## src/rtl/reg_wb_sched_pkg.sv

```systemverilog
// Shared types and constants for the register-file write-back scheduler.
// The optional forwarding path is enabled by the REG_WB_BYPASS_EN macro.
package reg_wb_sched_pkg;

  localparam int XLEN       = 32;
  localparam int NREG       = 32;
  localparam int REG_ADDR_W = $clog2(NREG);

  // Write-back source identity; also the encoding of the arbiter's last_grant.
  typedef enum logic {
    WB_SRC_ALU = 1'b0,
    WB_SRC_LSU = 1'b1
  } wb_src_e;

  typedef logic [REG_ADDR_W-1:0] reg_addr_t;
  typedef logic [XLEN-1:0]       reg_data_t;

  // Source read or destination write collides with an outstanding write.
  // x0 is hardwired and can never be pending.
  function automatic logic pending_hit(logic en, reg_addr_t addr, logic [NREG-1:0] pend);
    return en && (addr != '0) && pend[addr];
  endfunction

endpackage

```

## src/rtl/reg_wb_sched_if.sv

```systemverilog
// Bundle of the decode/issue, ALU/LSU write-back and RF write-port signals.
// With REG_WB_BYPASS_EN defined the forwarding outputs are added.
interface reg_wb_sched_if;
  import reg_wb_sched_pkg::*;

  // Decode / issue
  logic      issue_valid;
  reg_addr_t issue_rd;
  logic      issue_rd_we;
  reg_addr_t issue_rs1;
  logic      issue_use1;
  reg_addr_t issue_rs2;
  logic      issue_use2;
  logic      issue_stall;

  // Write-back sources
  logic      alu_valid;
  logic      alu_ready;
  reg_addr_t alu_addr;
  reg_data_t alu_value;
  logic      lsu_valid;
  logic      lsu_ready;
  reg_addr_t lsu_addr;
  reg_data_t lsu_value;

  // Register-file write port
  logic      write_en;
  reg_addr_t write_addr;
  reg_data_t write_value;

`ifdef REG_WB_BYPASS_EN
  logic      fwd1_hit;
  logic      fwd2_hit;
  reg_data_t fwd_data;

  modport master (
    output issue_valid, issue_rd, issue_rd_we, issue_rs1, issue_use1, issue_rs2, issue_use2,
    output alu_valid, alu_addr, alu_value, lsu_valid, lsu_addr, lsu_value,
    input  issue_stall, alu_ready, lsu_ready, write_en, write_addr, write_value,
    input  fwd1_hit, fwd2_hit, fwd_data
  );

  modport slave (
    input  issue_valid, issue_rd, issue_rd_we, issue_rs1, issue_use1, issue_rs2, issue_use2,
    input  alu_valid, alu_addr, alu_value, lsu_valid, lsu_addr, lsu_value,
    output issue_stall, alu_ready, lsu_ready, write_en, write_addr, write_value,
    output fwd1_hit, fwd2_hit, fwd_data
  );
`else
  modport master (
    output issue_valid, issue_rd, issue_rd_we, issue_rs1, issue_use1, issue_rs2, issue_use2,
    output alu_valid, alu_addr, alu_value, lsu_valid, lsu_addr, lsu_value,
    input  issue_stall, alu_ready, lsu_ready, write_en, write_addr, write_value
  );

  modport slave (
    input  issue_valid, issue_rd, issue_rd_we, issue_rs1, issue_use1, issue_rs2, issue_use2,
    input  alu_valid, alu_addr, alu_value, lsu_valid, lsu_addr, lsu_value,
    output issue_stall, alu_ready, lsu_ready, write_en, write_addr, write_value
  );
`endif

endinterface

```

## src/rtl/reg_wb_sched_arb.sv

```systemverilog
// Two-way round-robin arbiter: req[0]=ALU, req[1]=LSU. A lone request is
// always granted; on a tie the source that did not win last time is granted.
module wb_rr_arb2
  import reg_wb_sched_pkg::*;
(
  input  logic       clk,
  input  logic       reset,
  input  logic [1:0] req,
  output logic [1:0] gnt
);

  wb_src_e last_grant;

  // Combinational grant from the request pair and the last winner.
  always_comb begin
    // NOTE: gnt gets a default before the case so no branch leaves it unassigned (no latch).
    gnt = 2'b00;
    unique case (req)
      2'b01:   gnt = 2'b01;
      2'b10:   gnt = 2'b10;
      2'b11:   gnt = (last_grant == WB_SRC_LSU) ? 2'b01 : 2'b10;
      default: gnt = 2'b00;
    endcase
  end

  // Remember the winner of every grant; reset to LSU so the first tie goes to ALU.
  always_ff @(posedge clk) begin
    // NOTE: non-blocking so every register samples pre-edge values regardless of block order.
    if (reset)
      last_grant <= WB_SRC_LSU;
    else if (gnt[1])
      last_grant <= WB_SRC_LSU;
    else if (gnt[0])
      last_grant <= WB_SRC_ALU;
  end

endmodule

```

## src/rtl/reg_wb_sched.sv

```systemverilog
// Write-back scheduler and hazard scoreboard for the 32x32 register file.
// Arbitrates ALU/LSU onto the single RF write port (1-cycle registered
// latency) and stalls decode on RAW/WAW against pending destinations.
// Optional feature: define REG_WB_BYPASS_EN to forward the in-flight write
// to decode instead of stalling on it.
module reg_wb_sched
  import reg_wb_sched_pkg::*;
(
  input logic          clk,
  input logic          reset,
  reg_wb_sched_if.slave bus
);

  logic [1:0]     req;
  logic [1:0]     gnt;
  logic           xfer;
  reg_addr_t      xfer_addr;
  reg_data_t      xfer_value;
  logic [NREG-1:0] pending;
  logic [NREG-1:0] pending_nxt;
  logic           hazard;
  logic           accept;

  // Sources see no ready while reset is high, so nothing is transferred.
  assign req = reset ? 2'b00 : {bus.lsu_valid, bus.alu_valid};

  wb_rr_arb2 u_arb (
    .clk   (clk),
    .reset (reset),
    .req   (req),
    .gnt   (gnt)
  );

  assign bus.alu_ready = gnt[0];
  assign bus.lsu_ready = gnt[1];

  assign xfer       = |gnt;
  assign xfer_addr  = gnt[1] ? bus.lsu_addr  : bus.alu_addr;
  assign xfer_value = gnt[1] ? bus.lsu_value : bus.alu_value;

`ifdef REG_WB_BYPASS_EN
  logic byp1, byp2, byp_rd;

  // A match against the write retiring this cycle is forwarded, not stalled.
  assign byp1   = bus.write_en && (bus.write_addr == bus.issue_rs1);
  assign byp2   = bus.write_en && (bus.write_addr == bus.issue_rs2);
  assign byp_rd = bus.write_en && (bus.write_addr == bus.issue_rd);

  assign hazard = (pending_hit(bus.issue_use1,  bus.issue_rs1, pending) && !byp1) ||
                  (pending_hit(bus.issue_use2,  bus.issue_rs2, pending) && !byp2) ||
                  (pending_hit(bus.issue_rd_we, bus.issue_rd,  pending) && !byp_rd);

  assign bus.fwd1_hit = bus.issue_use1 && byp1;
  assign bus.fwd2_hit = bus.issue_use2 && byp2;
  assign bus.fwd_data = bus.write_value;
`else
  // Stall is evaluated against pending before this edge's clear.
  assign hazard = pending_hit(bus.issue_use1,  bus.issue_rs1, pending) ||
                  pending_hit(bus.issue_use2,  bus.issue_rs2, pending) ||
                  pending_hit(bus.issue_rd_we, bus.issue_rd,  pending);
`endif

  assign bus.issue_stall = reset || (bus.issue_valid && hazard);
  assign accept          = bus.issue_valid && !bus.issue_stall;

  // Next scoreboard: clear the retiring write, then set the accepted destination (set wins).
  always_comb begin
    pending_nxt = pending;
    if (bus.write_en)
      pending_nxt[bus.write_addr] = 1'b0;
    if (accept && bus.issue_rd_we && (bus.issue_rd != '0))
      pending_nxt[bus.issue_rd] = 1'b1;
  end

  // Scoreboard register.
  always_ff @(posedge clk) begin
    // NOTE: pending is a flop vector, not a RAM, so it takes a reset; the RF array itself needs none.
    if (reset)
      pending <= '0;
    else
      pending <= pending_nxt;
  end

  // RF write-port registers; x0 transfers are accepted but never written.
  always_ff @(posedge clk) begin
    if (reset) begin
      bus.write_en    <= 1'b0;
      bus.write_addr  <= '0;
      bus.write_value <= '0;
    end else begin
      bus.write_en <= xfer && (xfer_addr != '0);
      if (xfer && (xfer_addr != '0)) begin
        bus.write_addr  <= xfer_addr;
        bus.write_value <= xfer_value;
      end
    end
  end

endmodule
```

## src/flat_wrapper.sv

```systemverilog
// flat-port wrapper written by rule: the top's interface ports become plain ports
module reg_wb_sched_flat import reg_wb_sched_pkg::*;
  (clk, reset, bus_issue_valid, bus_issue_rd, bus_issue_rd_we, bus_issue_rs1, bus_issue_use1, bus_issue_rs2, bus_issue_use2, bus_alu_valid, bus_alu_addr, bus_alu_value, bus_lsu_valid, bus_lsu_addr, bus_lsu_value, bus_issue_stall, bus_alu_ready, bus_lsu_ready, bus_write_en, bus_write_addr, bus_write_value);
  reg_wb_sched_if bus_i ();
  input logic clk;
  input logic reset;
  input wire logic [$bits(bus_i.issue_valid)-1:0] bus_issue_valid;
  input wire logic [$bits(bus_i.issue_rd)-1:0] bus_issue_rd;
  input wire logic [$bits(bus_i.issue_rd_we)-1:0] bus_issue_rd_we;
  input wire logic [$bits(bus_i.issue_rs1)-1:0] bus_issue_rs1;
  input wire logic [$bits(bus_i.issue_use1)-1:0] bus_issue_use1;
  input wire logic [$bits(bus_i.issue_rs2)-1:0] bus_issue_rs2;
  input wire logic [$bits(bus_i.issue_use2)-1:0] bus_issue_use2;
  input wire logic [$bits(bus_i.alu_valid)-1:0] bus_alu_valid;
  input wire logic [$bits(bus_i.alu_addr)-1:0] bus_alu_addr;
  input wire logic [$bits(bus_i.alu_value)-1:0] bus_alu_value;
  input wire logic [$bits(bus_i.lsu_valid)-1:0] bus_lsu_valid;
  input wire logic [$bits(bus_i.lsu_addr)-1:0] bus_lsu_addr;
  input wire logic [$bits(bus_i.lsu_value)-1:0] bus_lsu_value;
  output wire logic [$bits(bus_i.issue_stall)-1:0] bus_issue_stall;
  output wire logic [$bits(bus_i.alu_ready)-1:0] bus_alu_ready;
  output wire logic [$bits(bus_i.lsu_ready)-1:0] bus_lsu_ready;
  output wire logic [$bits(bus_i.write_en)-1:0] bus_write_en;
  output wire logic [$bits(bus_i.write_addr)-1:0] bus_write_addr;
  output wire logic [$bits(bus_i.write_value)-1:0] bus_write_value;
  assign bus_i.issue_valid = bus_issue_valid;
  assign bus_i.issue_rd = bus_issue_rd;
  assign bus_i.issue_rd_we = bus_issue_rd_we;
  assign bus_i.issue_rs1 = bus_issue_rs1;
  assign bus_i.issue_use1 = bus_issue_use1;
  assign bus_i.issue_rs2 = bus_issue_rs2;
  assign bus_i.issue_use2 = bus_issue_use2;
  assign bus_i.alu_valid = bus_alu_valid;
  assign bus_i.alu_addr = bus_alu_addr;
  assign bus_i.alu_value = bus_alu_value;
  assign bus_i.lsu_valid = bus_lsu_valid;
  assign bus_i.lsu_addr = bus_lsu_addr;
  assign bus_i.lsu_value = bus_lsu_value;
  assign bus_issue_stall = bus_i.issue_stall;
  assign bus_alu_ready = bus_i.alu_ready;
  assign bus_lsu_ready = bus_i.lsu_ready;
  assign bus_write_en = bus_i.write_en;
  assign bus_write_addr = bus_i.write_addr;
  assign bus_write_value = bus_i.write_value;
  reg_wb_sched u_core (.clk(clk), .reset(reset), .bus(bus_i));
endmodule
```

## config.mk

```make
export PLATFORM = sky130hd
export DESIGN_NAME = reg_wb_sched_flat
export DESIGN_NICKNAME = d
export VERILOG_FILES = /design/src/rtl/reg_wb_sched_pkg.sv /design/src/rtl/reg_wb_sched_if.sv /design/src/rtl/reg_wb_sched_arb.sv /design/src/rtl/reg_wb_sched.sv /design/src/flat_wrapper.sv
export SDC_FILE = /design/constraint.sdc
export NUM_CORES = 1
export LEC_CHECK = 0
export ABC_AREA = 1
export ABC_CLOCK_PERIOD_IN_PS = 4960
export CAP_MARGIN = 20
export CORE_MARGIN = 3
export CORE_UTILIZATION = 51
export DETAILED_ROUTE_END_ITERATION = 12
export PLACE_DENSITY = 0.86
export SYNTH_ARGS = -nofsm -noshare
export SYNTH_HDL_FRONTEND = slang
export SYNTH_HIERARCHICAL = 1
export SYNTH_SLANG_ARGS = --single-unit
```

## constraint.sdc

```tcl
create_clock -name clk -period 4.96 [get_ports clk]
set_input_delay 0.992 -clock clk [delete_from_list [all_inputs] [get_ports clk]]
set_output_delay 0.992 -clock clk [all_outputs]
set_load 0.02 [all_outputs]
```

==> results of run 1 <==
==> power by group <==
group	internal [uW]	leakage, uW	switching, uW
logic	177	0.00177	226
registers	605	0.000581	23.6
clock network	184	0.0000870	233
total	966	0.00244	483
==> worst max-delay path, delay by kind of cell <==
family / cells / cell delay [ns]
and+or+nand+nor: 11 / 0.75
AOI/OAI and AO/OA: 1 / 0.09
buffers and inverters: 3 / 1.55
==> routing by layer <==
layer | GRT usage, % | vias to the layer above
met3 | 8.98 | 51
li1 | - | 2659
met5 | 0 | -
met2 | 51.6 | 320
met1 | 41.8 | 2501
met4 | 10.8 | 0
==> sequential cells by signal, indices dropped and copies added, names as in the netlist <==
name / flops
u_core/u_arb/last_grant: 1
u_core/bus.write_addr: 5
u_core/bus.write_value: 32
u_core/bus.write_en: 1
u_core/pending: 32
==> worst paths after layout <==
path / cells past startpoint / end
max: 15 / bus_issue_stall
min: 2 / u_core/u_arb/last_grant
max reg2reg: 10 / u_core/bus.write_value[28]
min reg2reg: 2 / u_core/u_arb/last_grant
==> cell type report <==
type                            instances  share of cell area (%)
Clock buffer                           10                    2.14
Clock inverter                          6                   0.736
Inverter                               91                    5.78
Multi-Input combinational cell        534                    41.1
Sequential cell                        71                    23.9
Tap cell                              105                    2.21
Timing Repair Buffer                  146                    24.2
==> placed cells by master, fill, tap and decap left out, types with 2 or more instances in the layout <==
cell,instances
nand2_1,162
clkdlybuf4s50_1,137
a21oi_1,105
inv_1,86
nor2_1,78
o21ai_0,71
dfxtp_1,71
nand3_1,45
nand4_1,33
o21ai_1,18
nor3_1,11
clkbuf_8,9
buf_4,9
inv_2,3
nand2_2,3
clkinv_2,2
inv_6,2
==> through the flow <==
stage	area, um^2	hold slack [ns]	worst slack [ns]	cells
global route	5950	0.502	0.278	963
CTS	5950	0.486	0.601	963
detailed placement	5780	0.464	0.620	947
global placement	5780	0.456	0.619	947
finish	5950	0.489	0.572	963
floorplan	4470	0.442	1.61	740
==> logic make-up (layout without fill, tap and decap cells) <==
kind of cell,Yosys count,after routing,share of synthesized area [%]
mux,2,2,0.559
simple gates,334,334,31.7
flops,71,71,31.8
buf+inv,135,253,13.6
compound gates,198,198,22.4
==> flow_metrics.tcl, run 1 <==
set metrics [dict create \
    cap_violations 0 \
    cts_hold_buf 0 \
    fp.dieH_um 99.7 \
    min_period_over_period_pct 88.5 \
    min_from "u_core/u_arb/last_grant" \
    overflow 0 \
    cp_max_fo 20 \
    die_x_um 99.7 \
    wl_per_cell_um 16.8 \
    cts_tree "done" \
    boundaryPins 138 \
    cts_max_level 3 \
    ys_ff_latch 71 \
    status "finished, final reports clean" \
    cpPeakStageDelay_ns 0.67 \
    drt_iter0_markers 572 \
    clock-sinks 71 \
    grt_pass1_vias 5164 \
    wl_met3_um 1810 \
    m1WireLength_um 6470 \
    grt_max_degree 68 \
    p_leak_uw 0.00244 \
    rows 33 \
    grt_use_total_pct 32.2 \
    ys.flop_type "dfxtp_1" \
    initial_core_util_pct 53.4 \
    clkTransAtPathRegs_ns 0.08 \
    max_freq_mhz 228 \
    setup_tns_ns 0 \
    synthTopCellsByCount "nand2_1 (163), a21oi_1 (105), inv_1 (86), nor2_1 (78)" \
    antennaDiodeCount 0 \
    cp_slowest_cell "clkdlybuf4s50_1" \
    cp_data_required_time_ns 3.97 \
    startpoint "bus_issue_rd[0]" \
    post-cts-setup-buffers 0 \
    cp.arrival_ns 3.40 \
    clk_latency_ns 0.35 \
    tightest_slew_ns 0.626 \
    critPathLaunchType "primary input" \
    slew_viol_final 0 \
    hold_violations 0 \
    area_growth_pct 33.1 \
    drive_gt1_share_pct 3.85 \
    vias 5531 \
    fill_cells 753 \
    cts_buffers 9 \
    finalCriticalPeriod_ns 4.39 \
    regArea_um2 1420 \
    die-area_um2 9930 \
    antenna_found_initial 0 \
    drc_errors 0 \
    ys_warn_count 6 \
    synthCells 740 \
    fin_worst_skew_ns 0.0127 \
    cp_common_cell "nand2_1" \
    peakVddDrop_uv 180 \
    setup_viol 0 \
    vias_per_cell 5.74 \
    grt_pass1_wl_um 25600 \
    yosysSeqAreaShare_pct 31.8 \
    ys_types 27 \
    endpoint_kind "output pin" \
    wirelength_um 16100 \
    r2r_setup_slack_ns 2.58 \
    finalPower_uw 1450 \
    synth_top_cell_area_share_pct 31.8 \
    synth.most_common_cell "nand2_1" \
    syn-num-nets 837 \
    rsz0062_at_grt "no" \
    min_path_type "reg -> reg" \
    wl_met2_um 7350 \
    final_util_pct 71.0 \
    cts-resized-gates 0 \
    coreArea_um2 8380 \
    globalplace.congestion 1.05 \
    crit_chain "clkdlybuf4s50_1 -> buf_4 -> nand2_1 -> o21ai_0 -> nand2_1 -> nand2_1 -> nand2_1 -> nand2_1 -> nor2_1 -> nand2_1 -> nand2_1 -> nand3_1 -> nand2_2 -> nand2_1 -> clkdlybuf4s50_1" \
    yosysTopAreaCell "dfxtp_1" \
    syn_avg_cell_area_um2 6.04 \
    cts_root_buf "clkbuf_8" \
    ant_nets 0 \
    synth_edf_count 0 \
    slew_headroom_pct 58.3 \
    synthArstFlopShare_pct 0 \
    first_pass_iters 6 \
    syn_area_um2 4470 \
    powerDensity_nw_per_um2 243 \
    multi_input_area_um2 2450 \
    io_buffer_count 137 \
    post-dp-hpwl_um 11900 \
    regToRegStartpoint "u_core/u_arb/last_grant" \
    synthTopCellsByArea "dfxtp_1 (32%), nand2_1 (14%), a21oi_1 (12%)" \
    nNetsFinal 950 \
    criticalPathCategory "in -> out" \
    clock_path_buffers 2 \
    highest_layer "met4" \
]
No activity file was read; power rests on OpenSTA's default activity.
==> run 2, diff against run 1 <==
--- a/config.mk
+++ b/config.mk
@@ -6,7 +6,7 @@
 export NUM_CORES = 1
 export LEC_CHECK = 0
 export ABC_AREA = 1
-export ABC_CLOCK_PERIOD_IN_PS = 4960
+export ABC_CLOCK_PERIOD_IN_PS = 5700
 export CAP_MARGIN = 20
 export CORE_MARGIN = 3
 export CORE_UTILIZATION = 51
==> constraint.sdc (replaced) <==
create_clock -name clk -period 5.7 [get_ports clk]
set_input_delay 1.14 -clock clk [delete_from_list [all_inputs] [get_ports clk]]
set_output_delay 1.14 -clock clk [all_outputs]
set_load 0.02 [all_outputs]
==> run 2 against run 1 <==
  * Die area stayed put
  * Worst setup slack better by 0.21 ns
  * Cell count is 0.31% lower
  * Flip-flop and latch count stayed put
  * Power is 12% lower
  * Worst hold slack worse by 0.0010 ns
  * Critical path type unchanged
  * Largest cell class unchanged
  * Highest routed layer unchanged
==> flow_metrics.tcl, run 2 (synthesis gave the netlist of run 1 again) <==
set metrics [dict create \
    final_cell_mix "nand2_1 (162), clkdlybuf4s50_1 (137), a21oi_1 (105), inv_1 (86), nor2_1 (78)" \
    finalCriticalPeriod_ns 4.91 \
    p_sw_share_pct 31.1 \
    io_buffer_count 137 \
    min_period_over_period_pct 86.2 \
    hold-worst-slack_ns 0.488 \
    min_path_type "reg -> reg" \
    nNetsFinal 948 \
    reg2regPathDepth 10 \
    instances_no_fill 960 \
    critPathBufInv 3 \
    cp_data_required_time_ns 4.56 \
    cts_root_buf "clkbuf_8" \
    criticalPathCategory "in -> out" \
    fin_worst_skew_ns 0.00780 \
    wirelength_um 15600 \
    cpPeakStageDelay_ns 0.90 \
    drc_errors 0 \
    cp_max_fo 22 \
    share_comb_of_total_power_pct 27.3 \
    clock-sinks 71 \
    grtUsageMet1_pct 39.6 \
    grt_use_met2_pct 50.8 \
    hold_violations 0 \
    setup_tns_ns 0 \
    crit_chain "clkdlybuf4s50_1 -> inv_2 -> nand2_1 -> nand3_1 -> a21boi_1 -> nor2_1 -> nand2_1 -> nand3_1 -> nand3_1 -> nand2_2 -> nand2_1 -> clkdlybuf4s50_1" \
    cp_num_cells 12 \
    drt_iter0_markers 555 \
    vias 5429 \
    regArea_um2 1420 \
    setup_viol 0 \
    drive_gt1_share_pct 3.39 \
    clkTransAtPathRegs_ns 0.07 \
    grt_pass1_vias 5107 \
    final_common_cell "nand2_1" \
    tightest_slew_ns 0.664 \
    grt_pass1_wl_um 24900 \
    dpl_cell_area_um2 5770 \
    first_pass_iters 5 \
    boundaryPins 138 \
    cts_hold_buf 0 \
    ant_nets 0 \
    clk_latency_ns 0.35 \
    fp.dieH_um 99.7 \
    wl_per_cell_um 16.3 \
    post-dp-hpwl_um 11600 \
    area_growth_pct 32.9 \
    pwr-share-seq_pct 42.9 \
    initial_core_util_pct 53.4 \
    finalPower_uw 1270 \
    vias_per_cell 5.66 \
    largestRegisters "u_core/bus.write_value x32, u_core/pending x32, u_core/bus.write_addr x5" \
    die_x_um 99.7 \
    pwr-share-clk_pct 29.7 \
    slew_viol_final 0 \
    post-cts-setup-buffers 0 \
    status "finished, final reports clean" \
    antennaDiodeCount 0 \
    max_freq_mhz 203 \
    globalplace.congestion 1.07 \
    fill_cells 742 \
    power.internal_uw 878 \
    antenna_found_initial 0 \
    met3_usage_pct 7.92 \
    coreArea_um2 8380 \
    slew_headroom_pct 55.6 \
    design_area_um2 5950 \
    peakVddDrop_uv 135 \
    rows 33 \
    overflow 0 \
    power_switching_uw 396 \
    grt_max_degree 68 \
    cp_top_family "buffers and inverters" \
    endpoint_kind "output pin" \
    cts_tree "done" \
    grt_use_total_pct 31.4 \
    clock_path_buffers 2 \
    powerDensity_nw_per_um2 214 \
    multi_input_area_um2 2450 \
    cap_violations 0 \
    cts_max_level 3 \
    rsz0062_at_grt "no" \
    min_path_cells 2 \
    cp.arrival_ns 3.77 \
    dpl.cell_count 945 \
    cts_buffers 9 \
    cts-resized-gates 0 \
    cp_slowest_cell "clkdlybuf4s50_1" \
    top_usage_layer "met2" \
    critPathLaunchType "primary input" \
    die-area_um2 9930 \
    p_leak_uw 0.00243 \
]
==> run 2: cell count changes in the layout (fill, tap and decap cells not counted) <==
cell,change
buf_4,-2
clkbuf_1,+1
clkinv_4,-1
inv_6,-2
bufinv_16,+1
==> run 2: area by class of cell <==
class	count	share of cell area (%)
Inverter	91	5.79
Clock inverter	4	0.800
Multi-Input combinational cell	534	41.1
Tap cell	105	2.21
Clock buffer	11	2.21
Timing Repair Buffer	144	23.9
Sequential cell	71	23.9
==> run 2: per-layer routing <==
metal | part of all wire [%] | vias to the layer above
met5 | 0 | -
met4 | 3.5 | 0
met3 | 11 | 55
met2 | 47 | 308
met1 | 39 | 2413
li1 | - | 2653
==> run 2: worst reg2reg max path, cell delays in order, from the launching register on <==
cell and delay [ns]:
dfxtp_1 0.32, inv_1 0.07, nand2_1 0.08, nand2_2 0.22, mux2_4 0.33, nor4_1 0.17, nand2_1 0.11, o21ai_2 0.18
inv_4 0.31, o21ai_0 0.35, a21oi_1 0.07
==> run 2: final timing paths <==
check / from / to / slack, ns
worst max-delay path: bus_issue_rs2[0] / bus_issue_stall / 0.79
worst min-delay path: u_core/pending[26] / u_core/pending[26] / 0.49
worst max register to register: u_core/u_arb/last_grant / u_core/bus.write_value[27] / 3.36
worst min register to register: u_core/pending[26] / u_core/pending[26] / 0.49
==> run 2: stage by stage <==
step	setup WS (ns)	utilization (%)
after CTS	0.846	70.9
after global routing	0.654	70.9
final	0.786	70.9
after detailed placement	0.846	68.8
after global placement	0.978	68.8
after floorplan	2.20	-
==> run 2: power by group through the flow <==
stage	registers (uW)	clock network [uW]	logic, uW
final	547	379	349
after detailed placement	557	0	343
after CTS	547	382	346
after floorplan	590	0	153
after global placement	556	0	337
after global routing	551	407	377
